--- src/rtl/arcade_cfg_pkg.sv ---
// rtl/arcade_cfg_pkg.sv - shared constants and types for the arcade config/input front end
package arcade_cfg_pkg;
  localparam logic [7:0] DIP_INDEX    = 8'd254;
  localparam logic [7:0] MOD_INDEX    = 8'd1;
  localparam int         JOY_COIN_BIT = 7;

  typedef logic [15:0] joy_word_t;
endpackage

--- src/rtl/arcade_cfg_inputs_coin_stretch.sv ---
// rtl/arcade_cfg_inputs_coin_stretch.sv - per-player coin pulse stretcher (module coin_stretch)
module coin_stretch #(
  parameter int PULSE = 600000
) (
  input  logic clk_sys,
  input  logic rst_n,
  input  logic coin_in,
  output logic coin_out
);
  localparam int CW = $clog2(PULSE + 1);

  logic [CW-1:0] cnt;
  logic          coin_d;

  // Only a fresh rising edge while idle starts a pulse; a held coin never retriggers.
  always_ff @(posedge clk_sys or negedge rst_n) begin
    if (!rst_n) begin
      cnt    <= '0;
      coin_d <= 1'b0;
    end else begin
      coin_d <= coin_in;
      if (cnt != '0)
        cnt <= cnt - CW'(1);
      else if (coin_in && !coin_d)
        cnt <= CW'(PULSE);
    end
  end

  assign coin_out = (cnt != '0);
endmodule

--- src/rtl/arcade_cfg_inputs.sv ---
// rtl/arcade_cfg_inputs.sv - HPS download capture of core-select/DIP bytes plus joystick repackaging.
// Define ARCADE_COIN_STRETCH_EN to enable per-player coin pulse stretching.
module arcade_cfg_inputs
  import arcade_cfg_pkg::*;
#(
  parameter int NUM_SW      = 8,
  parameter int NUM_PLAYERS = 2,
  parameter int MOD_COUNT   = 18,
  parameter int COIN_PULSE  = 600000
) (
  input  logic                      clk_sys,
  input  logic                      rst_n,
  input  logic                      ioctl_download,
  input  logic                      ioctl_wr,
  input  logic [7:0]                ioctl_index,
  input  logic [24:0]               ioctl_addr,
  input  logic [7:0]                ioctl_dout,
  input  logic [16*NUM_PLAYERS-1:0] joy_in,
  output logic [16*NUM_PLAYERS-1:0] joy_out,
  output logic [15:0]               joy_any,
  output logic [8*NUM_SW-1:0]       sw_out,
  output logic [7:0]                mod_out,
  output logic [MOD_COUNT-1:0]      mod_onehot,
  output logic                      cfg_valid,
  output logic                      cfg_update
);
  logic [8*NUM_SW-1:0] shadow_sw;
  logic [7:0]          shadow_mod;
  logic                dl_d;
  logic                dl_seen;
  logic                armed;
  logic                wr_ok;
  logic                commit;

  assign wr_ok  = ioctl_wr && ioctl_download;
  assign commit = dl_d && !ioctl_download && armed;

  // dl_seen masks the first sample after reset so a download already in flight never arms.
  always_ff @(posedge clk_sys or negedge rst_n) begin
    if (!rst_n) begin
      shadow_sw  <= '0;
      shadow_mod <= '0;
      dl_d       <= 1'b0;
      dl_seen    <= 1'b0;
      armed      <= 1'b0;
      sw_out     <= '0;
      mod_out    <= '0;
      mod_onehot <= '0;
      cfg_valid  <= 1'b0;
      cfg_update <= 1'b0;
    end else begin
      dl_d       <= ioctl_download;
      dl_seen    <= 1'b1;
      cfg_update <= commit;
      if (wr_ok && ioctl_index == DIP_INDEX) begin
        for (int i = 0; i < NUM_SW; i++)
          if (ioctl_addr == 25'(i)) shadow_sw[8*i +: 8] <= ioctl_dout;
      end
      if (wr_ok && ioctl_index == MOD_INDEX && ioctl_addr == '0)
        shadow_mod <= ioctl_dout;
      if (commit) begin
        sw_out    <= shadow_sw;
        mod_out   <= shadow_mod;
        cfg_valid <= 1'b1;
        armed     <= 1'b0;
        for (int i = 0; i < MOD_COUNT; i++)
          mod_onehot[i] <= (shadow_mod == 8'(i));
      end else if (dl_seen && ioctl_download && !dl_d) begin
        armed <= 1'b1;
      end
    end
  end

  logic [NUM_PLAYERS-1:0] coin_s;

  for (genvar p = 0; p < NUM_PLAYERS; p++) begin : g_player
`ifdef ARCADE_COIN_STRETCH_EN
    coin_stretch #(.PULSE(COIN_PULSE)) u_coin (
      .clk_sys  (clk_sys),
      .rst_n    (rst_n),
      .coin_in  (joy_in[16*p + JOY_COIN_BIT]),
      .coin_out (coin_s[p])
    );
`else
    assign coin_s[p] = joy_in[16*p + JOY_COIN_BIT];
`endif
  end

  logic [16*NUM_PLAYERS-1:0] joy_next;

  always_comb begin
    joy_next = joy_in;
    for (int p = 0; p < NUM_PLAYERS; p++)
      joy_next[16*p + JOY_COIN_BIT] = coin_s[p];
  end

  always_ff @(posedge clk_sys or negedge rst_n) begin
    if (!rst_n) joy_out <= '0;
    else        joy_out <= joy_next;
  end

  always_comb begin
    joy_word_t acc;
    acc = '0;
    for (int p = 0; p < NUM_PLAYERS; p++)
      acc = acc | joy_out[16*p +: 16];
    joy_any = acc;
  end
endmodule

--- config.mk ---
export PLATFORM = sky130hd
export DESIGN_NAME = arcade_cfg_inputs
export DESIGN_NICKNAME = d
export VERILOG_FILES = /design/src/rtl/arcade_cfg_pkg.sv /design/src/rtl/arcade_cfg_inputs_coin_stretch.sv /design/src/rtl/arcade_cfg_inputs.sv
export SDC_FILE = /design/constraint.sdc
export NUM_CORES = 1
export LEC_CHECK = 0
export BUFFER_PORTS_ARGS = -buffer_cell sky130_fd_sc_hd__buf_2
export CAP_MARGIN = 20
export CELL_PAD_IN_SITES_DETAIL_PLACEMENT = 1
export CELL_PAD_IN_SITES_GLOBAL_PLACEMENT = 1
export CORE_ASPECT_RATIO = 1.25
export CORE_UTILIZATION = 39
export DETAILED_ROUTE_END_ITERATION = 7
export GPL_TIMING_DRIVEN = 0
export PLACE_DENSITY = 0.85
export SYNTH_ARGS = -nofsm -noshare
export SYNTH_HDL_FRONTEND = slang
export SYNTH_SLANG_ARGS = --single-unit
--- constraint.sdc ---
create_clock -name clk_sys -period 2.2 [get_ports clk_sys]
set_clock_uncertainty 0.15 [all_clocks]
set_input_delay 0.44 -clock clk_sys [delete_from_list [all_inputs] [get_ports clk_sys]]
set_output_delay 0.44 -clock clk_sys [all_outputs]
set_load 0.02 [all_outputs]
==> results of run 1 <==
[registers in the layout, indices dropped and copies added (netlist names)]
name / count
armed: 1
cfg_update: 1
cfg_valid: 1
dl_d: 1
dl_seen: 1
joy_out: 32
mod_onehot: 18
mod_out: 8
shadow_mod: 8
shadow_sw: 64
sw_out: 64
[cell usage after synthesis (all sizes together)]
master,number
or3,1
and4bb,1
nor2,3
nand3b,4
or4,3
nor4,13
conb,1
mux2,72
nor4b,1
nand3,7
nand4,1
or2,17
nor3,2
nand2,244
clkbuf,15
inv,3
buf,6
dfrtp,199
and2b,1
o21ai,20
nor2b,3
nand2b,1
[worst min path at each step]
stage,startpoint,endpoint
floorplan,rst_n,armed$_DFFE_PN0P_
global placement,shadow_sw[35]$_DFFE_PN0P_,sw_out[35]$_DFFE_PN0P_
detailed placement,cfg_valid$_DFFE_PN0P_,cfg_valid$_DFFE_PN0P_
CTS,ioctl_download,armed$_DFFE_PN0P_
global route,ioctl_download,armed$_DFFE_PN0P_
finish,ioctl_download,armed$_DFFE_PN0P_
[final cells by class]
| class | count | area (sq um) | area share |
|---|---|---|---|
| multi-input combinational | 395 | 2426 | 0.2453 |
| timing repair buffer | 254 | 1506 | 0.1523 |
| sequential | 199 | 4980 | 0.5035 |
| tap | 232 | 290.3 | 0.02935 |
| clock buffer | 18 | 439.2 | 0.04440 |
| inverter | 3 | 11.26 | 0.001139 |
| clock inverter | 14 | 138.9 | 0.01404 |
| buffer | 20 | 98.84 | 0.009994 |
[metal layers]
layer,wire [um],GRT usage
met5,0,0
met4,391,0.07516
met3,775,0.04376
met2,10320,0.3698
met1,8124,0.2528
[stage by stage]
step	hold WS (ps)	std cells	area (sq um)
floorplan	-5.591	618	7518
global placement	296.6	1066	8890
detailed placement	302.7	1067	8927
CTS	126.6	1132	9842
global route	236.3	1135	9891
finish	198.0	1135	9891
[worst max-delay path: stages]
cell and delay (ps):
buf_2 90, nand4_1 80, or4_1 520, buf_6 190
or4_4 530, buf_6 170, mux2_4 300
[cell families after synthesis]
kind of cell    Yosys count
mux                      72
flops                   199
simple gates            302
compound gates           20
buf+inv                  24
other cells               1
[power by group through the flow]
stage          registers [W]  clock network, W  logic, W
6_report             0.00371           0.00302  0.000470
5_1_grt              0.00372           0.00325  0.000516
4_1_cts              0.00371           0.00311  0.000478
3_5_place_dp         0.00378                 0  0.000430
3_3_place_gp         0.00378                 0  0.000410
2_1_floorplan        0.00383                 0  0.000105
[timing repair]
action	CTS	global route
endpoints found under the hold margin	116	0
gates resized for setup	0	2
hold buffers	34	0
endpoints found under the setup margin	51	18
cloned	0	0
pin swaps	0	3
setup buffers	0	3
==> results.toml, run 1 <==
[placement]
place_ws_ps = -406.1
gp_congestion = 0.7690
detailed_place_hpwl_um = 13310
io_buffers = 216

[synthesis]
netlist_area_sq_um = 7476
synth_simple_gate_area_share = 0.1885
synthAdderAreaFrac = 0
ys_types = 28
muxShareOfSynthArea = 0.1165
synth_fp_nets = 695
synth-compound-area-share = 0.01339
post_synth_xor_area_fraction = 0
synth_top_area_cell = "dfrtp_1"
yosysTopAreaCellShare = 0.6661
synth_warnings = 0
synth-seq-area-share = 0.6661
yosys-top-cells-area = "dfrtp_1 (67%), nand2_1 (12%), mux2_2 (8.4%), mux2_4 (3.2%), nor4_4 (2.0%)"
syn_inst = 618
ys_seq_elements = 199
synth_top_family_by_area = "simple AND/OR/NAND/NOR gates"
syn-mean-instance-area_sq_um = 12.10

[clock_tree]
clkTransAtPathRegs_ps = 70
cts_buffers = 17
htreeDepth = 4
root_buffer = "clkbuf_16"
cts_tree = "built"
clock_path_buffers = 2
cts_sinks = 199
clkLatencyLatePin_ps = 430

[power]
ir_drop_v = 0.0004923
total_leakage_power_nw = 5.501
sequentialPowerShare = 0.515
internal_power_w = 0.005388
switching_power_w = 0.001818
combPwrFrac = 0.065
power_w = 0.007206
p_per_area_nw_per_um2 = 728.5
clockPowerShare = 0.419
p_sw_frac = 0.2522

[run]
maxCapViolations = 0

[routing]
routed_wl_um = 19610
drtAntennaViolNets = 0
dr.pass1.iters = 4
avgViaCountPerCell = 4.833
drt_drc_violations_left = 0
avgRoutedWirePerCell_um = 17.28
drtIter0Drc = 251
vias = 5486

[outcome]
status = "finished, final reports clean"

[timing]
rsz0062_at_grt = "false"
tightest_slew_ps = 662.2
finalWorstSetupSlack_ps = 46.81
fin_tns_setup_ps = 0
slew-limit-headroom = 0.5585
fmax_mhz = 464.4
period_needed_ps = 2153
hold_viol = 0
drv_slew = 0
period_share = 0.9787
finalSetupViolCount = 0

[final_layout]
layout_commonest_cell = "nand2_1"
num_antenna_cells = 0
fill_cells = 2076
nNetsFinal = 967
utilization = 0.5267
layout_common_cells = "nand2_1 (244), buf_2 (215), dfrtp_1 (199), mux2_2 (56), dlygate4sd3_1 (34)"
area_growth_syn_to_layout_pct = 32.30
final_layout_size_suffix_gt1_frac = 0.4009

[setup_path]
r2r_slack_ps = 180
r2r_cells = 6
rr_startpoint = "armed$_DFFE_PN0P_"
reg2reg_to = "sw_out[19]$_DFFE_PN0P_"
crit_fanout = 8
arrival_ps = 2320
crit_path_end = "shadow_sw[59]$_DFFE_PN0P_"
start_kind = "input port"
crit_start = "ioctl_index[6]"
worstPathRequired_ps = 2360
crit_type = "in -> reg"
setup.worst_path.end_class = "register"

[global_routing]
grt_max_degree = 117
grt_pass1_vias = 5865
grt_overflow = 0
track_usage = 0.2093
grt_pass1_wl_um = 31410
antenna_found_initial = 0

[hold_path]
whs_path_depth = 3
worst_hold_path_type = "in -> reg"

[die]
die_x_um = 125.8
die_h_um = 156.8
start_util = 0.3981
io_pins = 217
placeableCoreArea_sq_um = 18780
die_area_sq_um = 19730
rows = 56
Power figures use the tool's default switching activity.
==> inputs of run 2 (changes only) <==
- ABC_AREA: not set -> 1
- BUFFER_PORTS_ARGS: -buffer_cell sky130_fd_sc_hd__buf_2 -> -buffer_cell sky130_fd_sc_hd__buf_4
- PLACE_DENSITY: 0.85 -> 0.88
- clock period: 2.2 -> 2.5 ns (I/O delays scaled with it)
==> results.toml, run 2 <==
[routing]
drtAntennaViolNets = 0
routed_wl_um = 21670
drt_drc_violations_left = 0
dr.pass1.iters = 4
avgViaCountPerCell = 4.844
avgRoutedWirePerCell_um = 16.38
drtIter0Drc = 329
vias = 6409

[clock_tree]
cts_setup_buffers = 0
clkLatencyLatePin_ps = 430
cts_sinks = 199
cts_tree = "built"
clkTransAtPathRegs_ps = 70
root_buffer = "clkbuf_16"
cts_resized = 0
htreeDepth = 4
clock_path_buffers = 2
cts_buffers = 17
cts_hold_buffers = 1

[synthesis]
synth_top_area_cell = "dfrtp_1"
synthArstFlopShare = 1.000
synth_warnings = 0
ys_seq_elements = 199
syn_inst = 822
synth_ff_type = "dfrtp_1"
synthTopCellsByCount = "nand2_1 (385), dfrtp_1 (199), nand3_1 (83)"
synth-seq-area-share = 0.6520
yosysTopAreaCellShare = 0.6520
yosysMostFrequentCell = "nand2_1"
synth_fp_nets = 899
syn-mean-instance-area_sq_um = 9.291
synth-edff-count = 0
yosys-top-cells-area = "dfrtp_1 (65%), nand2_1 (19%), nand3_1 (5.4%), o21ai_0 (2.2%), or2_2 (1.4%)"
netlist_area_sq_um = 7637
ys_types = 19

[setup_path]
start_kind = "register"
rr_startpoint = "shadow_mod[7]$_DFFE_PN0P_"
crit_path_end = "mod_onehot[10]$_DFFE_PN0P_"
reg2reg_to = "mod_onehot[10]$_DFFE_PN0P_"
critPathTopFamily = "simple AND/OR/NAND/NOR gates"
slowest_delay_ps = 510
crit_slowest_cell = "nor3_1"
cp_num_cells = 5
worstPathRequired_ps = 2670
setup.worst_path.end_class = "register"
cp_num_buf_inv = 1
r2r_slack_ps = 440
crit_type = "reg -> reg"
path_cells = "inv_1 -> nand2_1 -> nor3_1 -> nand3_1 -> o21ai_0"
r2r_cells = 5
arrival_ps = 2230
crit_fanout = 5
crit_start = "shadow_mod[7]$_DFFE_PN0P_"

[die]
die_x_um = 127.2
die_area_sq_um = 20150
placeableCoreArea_sq_um = 18990
die_h_um = 158.5
io_pins = 217
start_util = 0.4022
rows = 56

[final_layout]
area_growth_syn_to_layout_pct = 33.34
nNetsFinal = 1128
layout_commonest_cell = "nand2_1"
num_antenna_cells = 0
final_layout_size_suffix_gt1_frac = 0.2712
instances_no_fill = 1323
reg_top3 = "shadow_sw: 64 flops, sw_out: 64 flops, joy_out: 32 flops"
layout_common_cells = "nand2_1 (385), buf_4 (207), dfrtp_1 (199), nand3_1 (83), o21ai_0 (34)"

[hold_path]
whs_path_depth = 1
worst_hold_path_type = "in -> reg"

[global_routing]
antenna_found_initial = 0
track_usage = 0.2252
grt_overflow = 0
grt_pass1_vias = 6708
grt_pass1_wl_um = 34730
grt_max_degree = 128

[timing]
finalSetupViolCount = 0
period_share = 0.8240
hold_viol = 0
period_needed_ps = 2060
tightest_slew_ps = 805.0
finalWorstSetupSlack_ps = 440.0
drv_slew = 0
rsz0062_at_grt = "false"
slew-limit-headroom = 0.4634
fmax_mhz = 485.4

[placement]
gp_congestion = 0.7983
dp.cells = 1292
io_buffers = 208
place_ws_ps = 207.0
detailed_place_hpwl_um = 15190

[outcome]
status = "finished, final reports clean"

[power]
total_leakage_power_nw = 5.650
ir_drop_v = 0.0004763
p_per_area_nw_per_um2 = 644.3

[run]
maxCapViolations = 0
## run 2: cell types whose count changed after synthesis, moves of 5 or more
cell / previous run / this run
clkbuf_1: 15 / 21
nor2_2: 0 / 6
mux2_2: 56 / 0
inv_1: 3 / 20
nor2_1: 3 / 26
nor4_4: 7 / 0
o21ai_0: 20 / 34
nand2_4: 0 / 7
nand2_1: 244 / 385
buf_2: 0 / 10
nor4_1: 5 / 0
mux2_4: 16 / 0
nand3_1: 5 / 83
## run 2: final cells by class
cell class	count	area, sq um
Timing Repair Buffer	210	1607
Buffer	32	140.1
Fill cell	2222	8805
Clock inverter	9	142.6
Inverter	23	86.33
Clock buffer	21	470.5
Tap cell	261	326.6
Sequential cell	199	4980
Multi-Input combinational cell	568	2431
## run 2: kinds of logic (layout without fill, tap and decap cells)
group | count (synthesis) | after routing | synth area share
flip-flops | 199 | 199 | 0.6520
other | 1 | 1 | 0.0004910
buffers and inverters | 55 | 295 | 0.02965
AND/OR/NAND/NOR | 532 | 532 | 0.2946
AO/OA/AOI/OAI | 35 | 35 | 0.02326
## run 2: how the worst min path moves through the flow
stage / endpoint / slack (ps) / from
6_report: joy_out[18]$_DFF_PN0_ / 20 / joy_in[18]
5_1_grt: joy_out[15]$_DFF_PN0_ / 2 / joy_in[15]
4_1_cts: joy_out[8]$_DFF_PN0_ / 5 / joy_in[8]
3_5_place_dp: shadow_sw[49]$_DFFE_PN0P_ / 310 / shadow_sw[49]$_DFFE_PN0P_
3_3_place_gp: sw_out[3]$_DFFE_PN0P_ / 300 / shadow_sw[3]$_DFFE_PN0P_
2_1_floorplan: armed$_DFFE_PN0P_ / 50 / rst_n
## run 2: layer usage
metal	up-vias	track usage	routed length [um]
met5	-	0	0
met4	0	0.06349	277
met3	24	0.04402	1055
met2	178	0.4155	11550
met1	3179	0.2661	8788
li1	3028	-	-
## run 2: through the flow
stage	setup TNS [ps]	util	area, sq um	power (W)	hold slack (ps)
2_1_floorplan	0	-	7637	0.003480	54.41
3_3_place_gp	-101660	0.5016	9525	0.003740	303.3
3_5_place_dp	0	0.5035	9560	0.003761	309.8
4_1_cts	0	0.5363	10180	0.006631	5.184
5_1_grt	0	0.5363	10180	0.006758	2.242
6_report	0	0.5363	10180	0.006561	18.46
## run 2: report_power, final
group / switching (W) / internal [W] / total [W]
registers: 0.0000190 / 0.00325 / 0.00327
clock network: 0.00121 / 0.00166 / 0.00287
logic: 0.000261 / 0.000160 / 0.000421
total: 0.00149 / 0.00507 / 0.00656
==> inputs of run 3 (changes only) <==
- CORE_UTILIZATION: 39 -> 38
- PLACE_DENSITY: 0.88 -> 0.86
- clock period: 2.5 -> 2 ns (I/O delays scaled with it)
==> results.toml, run 3 (synthesis results as in run 2) <==
[die]
die_x_um = 128.8
rows = 57
die_area_sq_um = 20670
start_util = 0.3908
io_pins = 217
placeableCoreArea_sq_um = 19540
die_h_um = 160.5

[setup_path]
arrival_ps = 1370
crit_fanout = 2
setup.worst_path.end_class = "primary output"
crit_type = "reg -> out"
start_kind = "register"
worstPathRequired_ps = 1450

[routing]
vias = 6599
avgRoutedWirePerCell_um = 18.66
routed_wl_um = 25400
drt_drc_violations_left = 0
drtAntennaViolNets = 0
avgViaCountPerCell = 4.849
drtIter0Drc = 332
dr.pass1.iters = 4

[placement]
dp.cells = 1296
detailed_place_hpwl_um = 15680
gp_congestion = 0.7794
dpl_cell_area_sq_um = 9565
io_buffers = 208

[clock_tree]
cts_setup_buffers = 0
cts_tree = "built"
cts_sinks = 199
clkLatencyLatePin_ps = 430
htreeDepth = 4
root_buffer = "clkbuf_16"
clock_path_buffers = 2
cts_buffers = 17
clkTransAtPathRegs_ps = 80

[timing]
drv_slew = 0
period_needed_ps = 1925
rsz0062_at_grt = "false"
period_share = 0.9623
fmax_mhz = 519.6
hold_viol = 0
finalSetupViolCount = 0
slew-limit-headroom = 0.4411
tightest_slew_ps = 838.3

[power]
ir_drop_v = 0.0005320
p_per_area_nw_per_um2 = 784.9
total_leakage_power_nw = 5.789

[final_layout]
fill_cells = 2311
num_antenna_cells = 0
area_growth_syn_to_layout_pct = 37.63
stdcell_area_sq_um = 10510
final_layout_size_suffix_gt1_frac = 0.2637
layout_commonest_cell = "nand2_1"
multiInputGateArea_sq_um = 2441
reg_top3 = "shadow_sw: 64 flops, sw_out: 64 flops, joy_out: 32 flops"
instances_no_fill = 1361
ff_latch_area_sq_um = 4980
layout_common_cells = "nand2_1 (385), buf_4 (207), dfrtp_1 (199), nand3_1 (83)"
nNetsFinal = 1161

[global_routing]
grt_pass1_vias = 7275
grt_overflow = 0
antenna_found_initial = 0
grt_pass1_wl_um = 39750
grt_max_degree = 105
track_usage = 0.2559

[run]
maxCapViolations = 0

[outcome]
status = "finished, final reports clean"

[hold_path]
worst_hold_path_type = "in -> reg"
-- run 3: changes by cell type in the layout (fill, tap and decap cells not counted), sizes merged --
cell / delta
clkinv: +2
clkbuf: +1
clkinvlp: -1
bufinv: -1
dlygate4sd3: +33
-- run 3: what timing repair did --
| action | CTS | global route |
|---|---|---|
| endpoints found under the setup margin | 0 | 32 |
| hold buffers | 34 | 0 |
| endpoints found under the hold margin | 128 | 0 |
| gates resized for setup | 0 | 5 |
-- run 3: metrics by stage --
| step | hold WS, ps | worst slack [ps] | TNS (ps) | power (W) | util |
|---|---|---|---|---|---|
| 4_1_cts | 76.48 | 4.008 | 0 | 0.008217 | 0.5371 |
| 3_3_place_gp | 301.1 | -953.3 | -187970 | 0.004679 | 0.4877 |
| 2_1_floorplan | -45.59 | 436.8 | 0 | 0.004350 | - |
| 3_5_place_dp | 308.3 | -164.8 | -1676 | 0.004710 | 0.4895 |
| 6_report | 84.43 | 75.36 | 0 | 0.008250 | 0.5379 |
| 5_1_grt | 115.2 | 62.64 | 0 | 0.008475 | 0.5379 |
-- run 3: final cells by class --
class                      instances  share of cell area
tap                              265             0.03154
timing repair buffer             243              0.1843
buffer                            32             0.01333
clock buffer                      22             0.04511
clock inverter                     9             0.01107
sequential                       199              0.4738
multi-input combinational        568              0.2322
inverter                          23            0.008689
-- run 3: per-layer routing --
| layer | global-route usage | part of all wire | vias to the layer above |
|---|---|---|---|
| met2 | 0.4668 | 0.54 | 210 |
| met3 | 0.05496 | 0.059 | 37 |
| met1 | 0.2865 | 0.37 | 3270 |
| met4 | 0.1011 | 0.029 | 0 |
| met5 | 0 | 0 | - |
| li1 | - | - | 3082 |
-- run 3: worst max-delay path: stages, from the launching register on --
cell,delay (ps)
dfrtp_1,440
or2_2,330
buf_4,160
-- run 3: where the power goes --
group	internal (W)	leakage (nW)	total, W	switching (W)
clock	0.00195	0.281	0.00354	0.00159
sequential	0.00407	2.69	0.00410	0.0000344
combinational	0.000244	2.82	0.000607	0.000363
-- run 3: path summary, 6_finish.rpt --
| check | start | to | slack, ps | cells past startpoint |
|---|---|---|---|---|
| worst max-delay path | joy_out[27]$_DFF_PN0_ | joy_any[11] | 80 | 2 |
| worst min-delay path | ioctl_download | armed$_DFFE_PN0P_ | 80 | 3 |
| worst max register to register | dl_d$_DFF_PN0_ | mod_onehot[11]$_DFFE_PN0P_ | 170 | 7 |
| worst min register to register | shadow_sw[36]$_DFFE_PN0P_ | sw_out[36]$_DFFE_PN0P_ | 320 | 2 |
| max in group asynchronous | rst_n | sw_out[48]$_DFFE_PN0P_ | 340 | 3 |
| min in group asynchronous | rst_n | sw_out[11]$_DFFE_PN0P_ | 420 | 2 |
